`src/rtl/arm_pkg.sv`:
```
// Shared ARM condition-code and NZCV flag definitions.
package arm_pkg;

  localparam int unsigned FLAGS_W = 4;
  localparam int unsigned COND_W  = 4;

  typedef logic [FLAGS_W-1:0] flags_t;

  localparam int unsigned FLAG_V = 0;
  localparam int unsigned FLAG_C = 1;
  localparam int unsigned FLAG_Z = 2;
  localparam int unsigned FLAG_N = 3;

  localparam logic [COND_W-1:0] COND_EQ = 4'b0000;
  localparam logic [COND_W-1:0] COND_NE = 4'b0001;
  localparam logic [COND_W-1:0] COND_CS = 4'b0010;
  localparam logic [COND_W-1:0] COND_CC = 4'b0011;
  localparam logic [COND_W-1:0] COND_MI = 4'b0100;
  localparam logic [COND_W-1:0] COND_PL = 4'b0101;
  localparam logic [COND_W-1:0] COND_VS = 4'b0110;
  localparam logic [COND_W-1:0] COND_VC = 4'b0111;
  localparam logic [COND_W-1:0] COND_HI = 4'b1000;
  localparam logic [COND_W-1:0] COND_LS = 4'b1001;
  localparam logic [COND_W-1:0] COND_GE = 4'b1010;
  localparam logic [COND_W-1:0] COND_LT = 4'b1011;
  localparam logic [COND_W-1:0] COND_GT = 4'b1100;
  localparam logic [COND_W-1:0] COND_LE = 4'b1101;
  localparam logic [COND_W-1:0] COND_AL = 4'b1110;
  localparam logic [COND_W-1:0] COND_NV = 4'b1111;

endpackage

```
`src/rtl/cond_eval.sv`:
```
// Combinational ARM condition evaluator against an NZCV flag vector.
module cond_eval
  import arm_pkg::*;
(
  input  logic [3:0] cond,
  input  logic [3:0] flags,
  output logic       pass
);

  logic n, z, c, v;

  always_comb begin
    n    = flags[FLAG_N];
    z    = flags[FLAG_Z];
    c    = flags[FLAG_C];
    v    = flags[FLAG_V];
    pass = 1'b0;
    case (cond)
      COND_EQ: pass = z;
      COND_NE: pass = ~z;
      COND_CS: pass = c;
      COND_CC: pass = ~c;
      COND_MI: pass = n;
      COND_PL: pass = ~n;
      COND_VS: pass = v;
      COND_VC: pass = ~v;
      COND_HI: pass = c & ~z;
      COND_LS: pass = ~c | z;
      COND_GE: pass = (n == v);
      COND_LT: pass = (n != v);
      COND_GT: pass = ~z & (n == v);
      COND_LE: pass = z | (n != v);
      COND_AL: pass = 1'b1;
      COND_NV: pass = 1'b0;
      default: pass = 1'b0;
    endcase
  end

endmodule

```
`src/rtl/cond_flags_unit.sv`:
```
// Committed NZCV register with EX condition check and zero-cycle ID bypass.
module cond_flags_unit
  import arm_pkg::*;
(
  input  logic       clk,
  input  logic       rst_n,
  input  logic       ex_valid_in,
  input  logic [3:0] ex_cond_in,
  input  logic       ex_s_in,
  input  logic [3:0] alu_flags_in,
  input  logic [3:0] id_cond_in,
  input  logic       stall_in,
  input  logic       flush_in,
  output logic [3:0] flags_out,
  output logic       carry_out,
  output logic       ex_pass_out,
  output logic       id_pass_out,
  output logic       mem_wen_out
);

  flags_t flags_q, flags_d;
  logic   mem_wen_q, mem_wen_d;
  logic   ex_cond_pass;
  logic   flag_we;

  cond_eval u_ex_eval (
    .cond  (ex_cond_in),
    .flags (flags_q),
    .pass  (ex_cond_pass)
  );

  // flags_d doubles as the bypassed view seen by the ID stage
  cond_eval u_id_eval (
    .cond  (id_cond_in),
    .flags (flags_d),
    .pass  (id_pass_out)
  );

  always_comb begin
    ex_pass_out = ex_valid_in & ~flush_in & ex_cond_pass;
    flag_we     = ex_pass_out & ex_s_in & ~stall_in;
    flags_d     = flags_q;
    mem_wen_d   = mem_wen_q;
    if (flag_we) begin
      flags_d = alu_flags_in;
    end
    if (flush_in) begin
      mem_wen_d = 1'b0;
    end else if (!stall_in) begin
      mem_wen_d = ex_pass_out;
    end
  end

  always_ff @(posedge clk or negedge rst_n) begin
    if (!rst_n) begin
      flags_q   <= '0;
      mem_wen_q <= 1'b0;
    end else begin
      flags_q   <= flags_d;
      mem_wen_q <= mem_wen_d;
    end
  end

  assign flags_out   = flags_q;
  assign carry_out   = flags_q[FLAG_C];
  assign mem_wen_out = mem_wen_q;

endmodule

```
`config.mk`:
```
export PLATFORM = sky130hd
export DESIGN_NAME = cond_flags_unit
export DESIGN_NICKNAME = d
export VERILOG_FILES = /design/src/rtl/arm_pkg.sv /design/src/rtl/cond_eval.sv /design/src/rtl/cond_flags_unit.sv
export SDC_FILE = /design/constraint.sdc
export NUM_CORES = 1
export LEC_CHECK = 0
export BUFFER_PORTS_ARGS = -buffer_cell sky130_fd_sc_hd__buf_2
export CORE_MARGIN = 1.5
export CORE_UTILIZATION = 39
export DETAILED_ROUTE_END_ITERATION = 10
export HOLD_SLACK_MARGIN = 0.15
export PLACE_DENSITY = 0.72
export SKIP_CTS_REPAIR_TIMING = 1
export SLEW_MARGIN = 0
export SYNTH_ARGS = -nofsm -noshare
export SYNTH_HDL_FRONTEND = slang
export SYNTH_SLANG_ARGS = --single-unit
```
`constraint.sdc`:
```
create_clock -name clk -period 5.3 [get_ports clk]
set_clock_uncertainty 0.05 [all_clocks]
set_input_delay 0.53 -clock clk [delete_from_list [all_inputs] [get_ports clk]]
set_output_delay 0.53 -clock clk [all_outputs]
set_load 0.02 [all_outputs]
```
Word-level counts from Yosys, hierarchy flattened
Cells that the tools add are included.
{"block": "totals", "output_inout_bits": 8, "word_cells": 66, "regBits": 5, "in_bits": 18}
{"block": "op_classes", "bitwise": 22, "eq_ne": 35, "reduce_logical": 2, "muxes": 5}
{"op": "4-bit == test, second input constant", "n": 16}
{"op": "4-bit by 3-bit == test with 1-bit output, second input constant", "n": 8}
{"op": "1-bit one-hot mux with 16 select lines", "n": 2}
{"op": "4-bit by 2-bit == test with 1-bit output, second input constant", "n": 4}
{"op": "1-bit NOT", "n": 10}
{"op": "1-bit AND", "n": 8}
{"op": "4-bit by 1-bit == test with 1-bit output, second input constant", "n": 2}
{"op": "4-bit logical NOT", "n": 2}
{"op": "4-bit 2-to-1 mux", "n": 1}
{"op": "1-bit bitwise OR", "n": 4}
{"op": "1-bit == test", "n": 2}
{"op": "1-bit 2-to-1 mux", "n": 2}
{"op": "1-bit inequality test", "n": 2}
{"op": "2-bit by 1-bit inequality test with 1-bit output, second input constant", "n": 1}

Longest topological paths before layout
{"block": "depth", "depth_word": 10, "ltp_mapped": 9, "mapped_depth_nobuf": 8}

Hierarchy
A second synthesis with hierarchy kept.
{"block": "hier_totals", "cells_unflattened": 62, "area_unflattened_um2": 536.8}
{"mod": "cond_eval", "seq_area_each_um2": 0.0, "instances": 2, "cells_per_inst": 23, "area_per_inst_um2": 155.1}
{"mod": "cond_flags_unit", "seq_area_each_um2": 125.1, "instances": 1, "cells_per_inst": 16, "area_per_inst_um2": 226.5}

Least setup slack after synthesis
OpenSTA, ideal clock, no wires.
{"block": "synth_timing", "kind": "input -> output", "from": "input ex_cond_in[0]", "to": "output id_pass_out", "stages": 9, "t_required_ps": 4720, "arrival_ps": 3203, "path_slack_ps": 1517, "n_path_buf": 1, "path_cell_list": "buf_2 > and3b_1 > a2111oi_0 > a221oi_2 > a2111oi_4 > mux2_4 > o32a_1 > and3_1 > o2111ai_2"}
{"block": "synth_between", "elab_chain_len": 9, "elab_cells_between_ends": 32, "cone_classes": "eq/ne: 17; mux: 3; bitwise: 11; reduce/logical: 1"}
{"item": "from (decl)", "line_no": "cond_flags_unit.sv:8", "source": "input logic [3:0] ex_cond_in,"}
{"item": "4-bit == test (tied with other cells)", "line_no": "cond_eval.sv:18", "source": "case (cond)"}
{"item": "1-bit one-hot mux with 16 select lines *", "line_no": "cond_eval.sv:18"}
{"item": "1-bit AND *", "line_no": "cond_flags_unit.sv:40", "source": "ex_pass_out = ex_valid_in & ~flush_in & ex_cond_pass;"}
{"item": "1-bit AND * (2 in series)", "line_no": "cond_flags_unit.sv:41", "source": "flag_we = ex_pass_out & ex_s_in & ~stall_in;"}
{"item": "4-bit 2-to-1 mux *", "line_no": "cond_flags_unit.sv:44", "source": "if (flag_we) begin"}
{"item": "named net flags_d[1]", "line_no": "cond_flags_unit.sv:21", "source": "flags_t flags_q, flags_d;"}
{"item": "1-bit NOT", "line_no": "cond_eval.sv:22, cond_eval.sv:28"}
{"item": "1-bit bitwise OR", "line_no": "cond_eval.sv:28", "source": "COND_LS: pass = ~c | z;"}
{"item": "1-bit one-hot mux with 16 select lines *", "line_no": "cond_eval.sv:18"}
{"item": "to (decl)", "line_no": "cond_flags_unit.sv:17", "source": "output logic id_pass_out,"}
Mark *: on every way through the listed nets, which the timed path passes. The rest lies on a longest branch.

Worst setup path after layout
{"block": "layout_timing", "from": "register flags_q[3], in the netlist flags_out[3]", "to": "output id_pass_out"}
{"block": "layout_between", "elab_chain_len": 10, "elab_cells_between_ends": 21, "cone_classes": "eq/ne: 4; mux: 3; bitwise: 14"}
{"item": "from (decl)", "line_no": "cond_flags_unit.sv:21"}
{"item": "from (signal assigned)", "line_no": "cond_flags_unit.sv:59", "source": "flags_q <= flags_d;"}
{"item": "1-bit inequality test / 1-bit == test (equally long branches)"}
{"item": "1-bit bitwise OR / 1-bit AND (equally long branches)", "line_no": "cond_eval.sv:32, cond_eval.sv:31"}
{"item": "1-bit one-hot mux with 16 select lines *", "line_no": "cond_eval.sv:18"}
{"item": "1-bit AND *", "line_no": "cond_flags_unit.sv:40"}
{"item": "1-bit AND * (2 in series)", "line_no": "cond_flags_unit.sv:41"}
{"item": "4-bit 2-to-1 mux *", "line_no": "cond_flags_unit.sv:44"}
{"item": "named net flags_d[1]", "line_no": "cond_flags_unit.sv:21"}
{"item": "1-bit NOT", "line_no": "cond_eval.sv:22, cond_eval.sv:28"}
{"item": "1-bit bitwise OR", "line_no": "cond_eval.sv:28"}
{"item": "1-bit one-hot mux with 16 select lines *", "line_no": "cond_eval.sv:18"}
Marked as above.

==> reports/metrics.cfg <==
[run_status]
status=completed

[drt]
wl_per_cell_um=12.6
drt_first_pass_iters=4
drtIter0Drc=33
dr_total_vias=811
drtAntennaViolNets=0
drc=0
via_per_inst=5.88
drt-total-wl_um=1730

[pwr]
p_leak_nw=0.395
max-vdd-ir-drop_uv=225
power_mw=0.294
power.density_nw_per_um2=324

[sta]
max_slew_margin=0.570
rsz0062_at_grt=no
fin_crit_sh=0.767
setup_viol=0
finalSetupTns_ns=0
period_needed_ns=4.07
drv_slew=0
fmax_ghz=0.246
hold_viol=0
worst_pin_slew_ns=0.646

[global_routing]
grt_util_met1=0.233
grt_pass1_wl_um=2800
grtUsageMet3=0.0115
grt.busiest_layer=met2
grt_util_all_layers=0.175
overflow=0
use_met2=0.293
grt_max_degree=14
antenna_found_initial=0
grt_pass1_vias=684

[synthesis]
avgSynthCellArea_um2=8.32
ys_types=44
synth_seq_area_share=0.165
synth_edf_count=0
synth.ff_latch_count=5
ys.flop_type=dfrtp_1
synth_nets=109
yosysWarnings=0
synthArstFlopShare=1.00
syn_area_um2=757
synth_cells=91

[hold_path]
worstHoldPathCells=2
hold_class=input pin to register
min-delay-start=alu_flags_in[1]
hold-path-endpoint=flags_out[1]

[setup_path]
reg2reg_slack_ns=2.63
timing_worst_setup_path_type=register to primary output
timing.rr.start=flags_out[3]
cpLargestDelayFamily=compound AO/OA/AOI/OAI gates
r2r_end=flags_out[2]
crit_fanout=9
crit_arrival_ns=3.49
crit_chain=xnor2_1, mux2i_1, o31ai_4, a2111oi_4, mux2_4, o32a_1, and3_1, o2111ai_2, buf_2
cpPeakStageDelay_ns=0.61
slowest_stage=a2111oi_4
reg2reg_depth=6
cp.required_ns=4.72
crit_path_start_kind=register
critical_path_buf_inv_count=1
worst_setup_path_end_kind=primary output

[run]
drv_cap=0

[floorplanning]
io_pins=26
initial_core_util=0.425
die_area_um2=2210
num_rows=15
die_y_um=47.1
core_area_um2=1780
fp.dieW_um=47.1

[clocking]
cts_sinks=5
h-tree-depth=1
cts-root-buf=clkbuf_4
tritoncts=done
cts_buffer_depth=2
clk_latency_ns=0.24
clkTransAtPathRegs_ns=0.04
cts-buffers-inserted=3

[placement]
numPortBuffers=25
place_hpwl_um=1320
dpl_cell_area_um2=871
place_congestion=0.803

[finish]
finish.instance_area_um2=907
fill_cells=175
ff_latch_area_um2=125
nNetsFinal=132
n_antenna_cell=0
drive_above_1_share=0.319
area_delta_synth_final_pct=19.8
multiInputGateArea_um2=567

[worst max path at each step]
stage	start	end	slack [ns]	depth (start not counted)
after global routing	flags_out[3]	id_pass_out	1.06	9
after floorplan	ex_cond_in[0]	id_pass_out	1.52	9
after global placement	ex_cond_in[1]	id_pass_out	1.34	10
after detailed placement	ex_cond_in[1]	id_pass_out	1.29	10
after CTS	flags_out[3]	id_pass_out	1.23	9
final	flags_out[3]	id_pass_out	1.23	9
[kinds of logic after synthesis]
logic type | after synthesis | synth area share
multiplexers | 10 | 0.144
AO/OA/AOI/OAI | 23 | 0.284
buffers and inverters | 14 | 0.0859
XOR/XNOR | 5 | 0.0578
flip-flops | 5 | 0.165
AND/OR/NAND/NOR | 34 | 0.263
[sequential cells by signal, summed over array words and instances (netlist names)]
signal / count
flags_out: 4
mem_wen_out: 1
[cell usage in the layout, fill, tap and decap left out, drive strengths merged, types with 2 or more instances in the layout]
| cell type | instances |
|---|---|
| a2111oi | 2 |
| a21oi | 2 |
| a221oi | 2 |
| a31oi | 2 |
| and3 | 2 |
| and3b | 3 |
| buf | 25 |
| clkbuf | 4 |
| dfrtp | 5 |
| inv | 6 |
| mux2 | 4 |
| mux2i | 6 |
| nand2 | 4 |
| nand2b | 2 |
| nor2 | 7 |
| nor2b | 5 |
| nor3 | 2 |
| o2111ai | 2 |
| o21ai | 5 |
| o31ai | 3 |
| xnor2 | 4 |
[per-layer routing]
| metal | wire length (um) | vias to the layer above |
|---|---|---|
| met5 | 0 | - |
| met2 | 893 | 28 |
| met3 | 64 | 0 |
| li1 | - | 386 |
| met4 | 0 | 0 |
| met1 | 775 | 397 |
[stage by stage]
stage | std cells | util | worst slack (ns) | hold WS (ns)
after global routing | 138 | 0.509 | 1.06 | 0.541
after CTS | 137 | 0.503 | 1.23 | 0.0368
final | 138 | 0.509 | 1.23 | 0.529
after floorplan | 91 | - | 1.52 | 0.184
after global placement | 133 | 0.488 | 1.34 | 0.296
after detailed placement | 133 | 0.488 | 1.29 | 0.302
[cell usage after synthesis, types with 2 or more instances]
cell type / number / area share
a21oi_1: 2 / 0.013
nor2_1: 7 / 0.035
nor2b_1: 5 / 0.041
nand2_1: 4 / 0.020
mux2_2: 2 / 0.030
and3_1: 2 / 0.017
buf_4: 3 / 0.030
nor3_1: 2 / 0.013
dfrtp_1: 5 / 0.17
inv_1: 6 / 0.030
nand2b_1: 2 / 0.017
mux2i_1: 6 / 0.079
clkbuf_1: 3 / 0.015
xnor2_1: 4 / 0.046
o21ai_0: 5 / 0.033
o31ai_1: 2 / 0.020
a31oi_1: 2 / 0.017
and3b_1: 3 / 0.035
[final cells by class]
cell class | instances | share of cell area
Sequential cell | 5 | 0.138
Timing Repair Buffer | 26 | 0.149
Multi-Input combinational cell | 72 | 0.625
Clock buffer | 4 | 0.0290
Inverter | 6 | 0.0248
Tap cell | 25 | 0.0345
[report_power, final]
group          internal (mW)  leakage [nW]  switching, mW
sequential            0.0515        0.0627         0.0264
combinational         0.0751         0.317         0.0979
clock                 0.0284        0.0150         0.0149
Power figures use the tool's default switching activity.
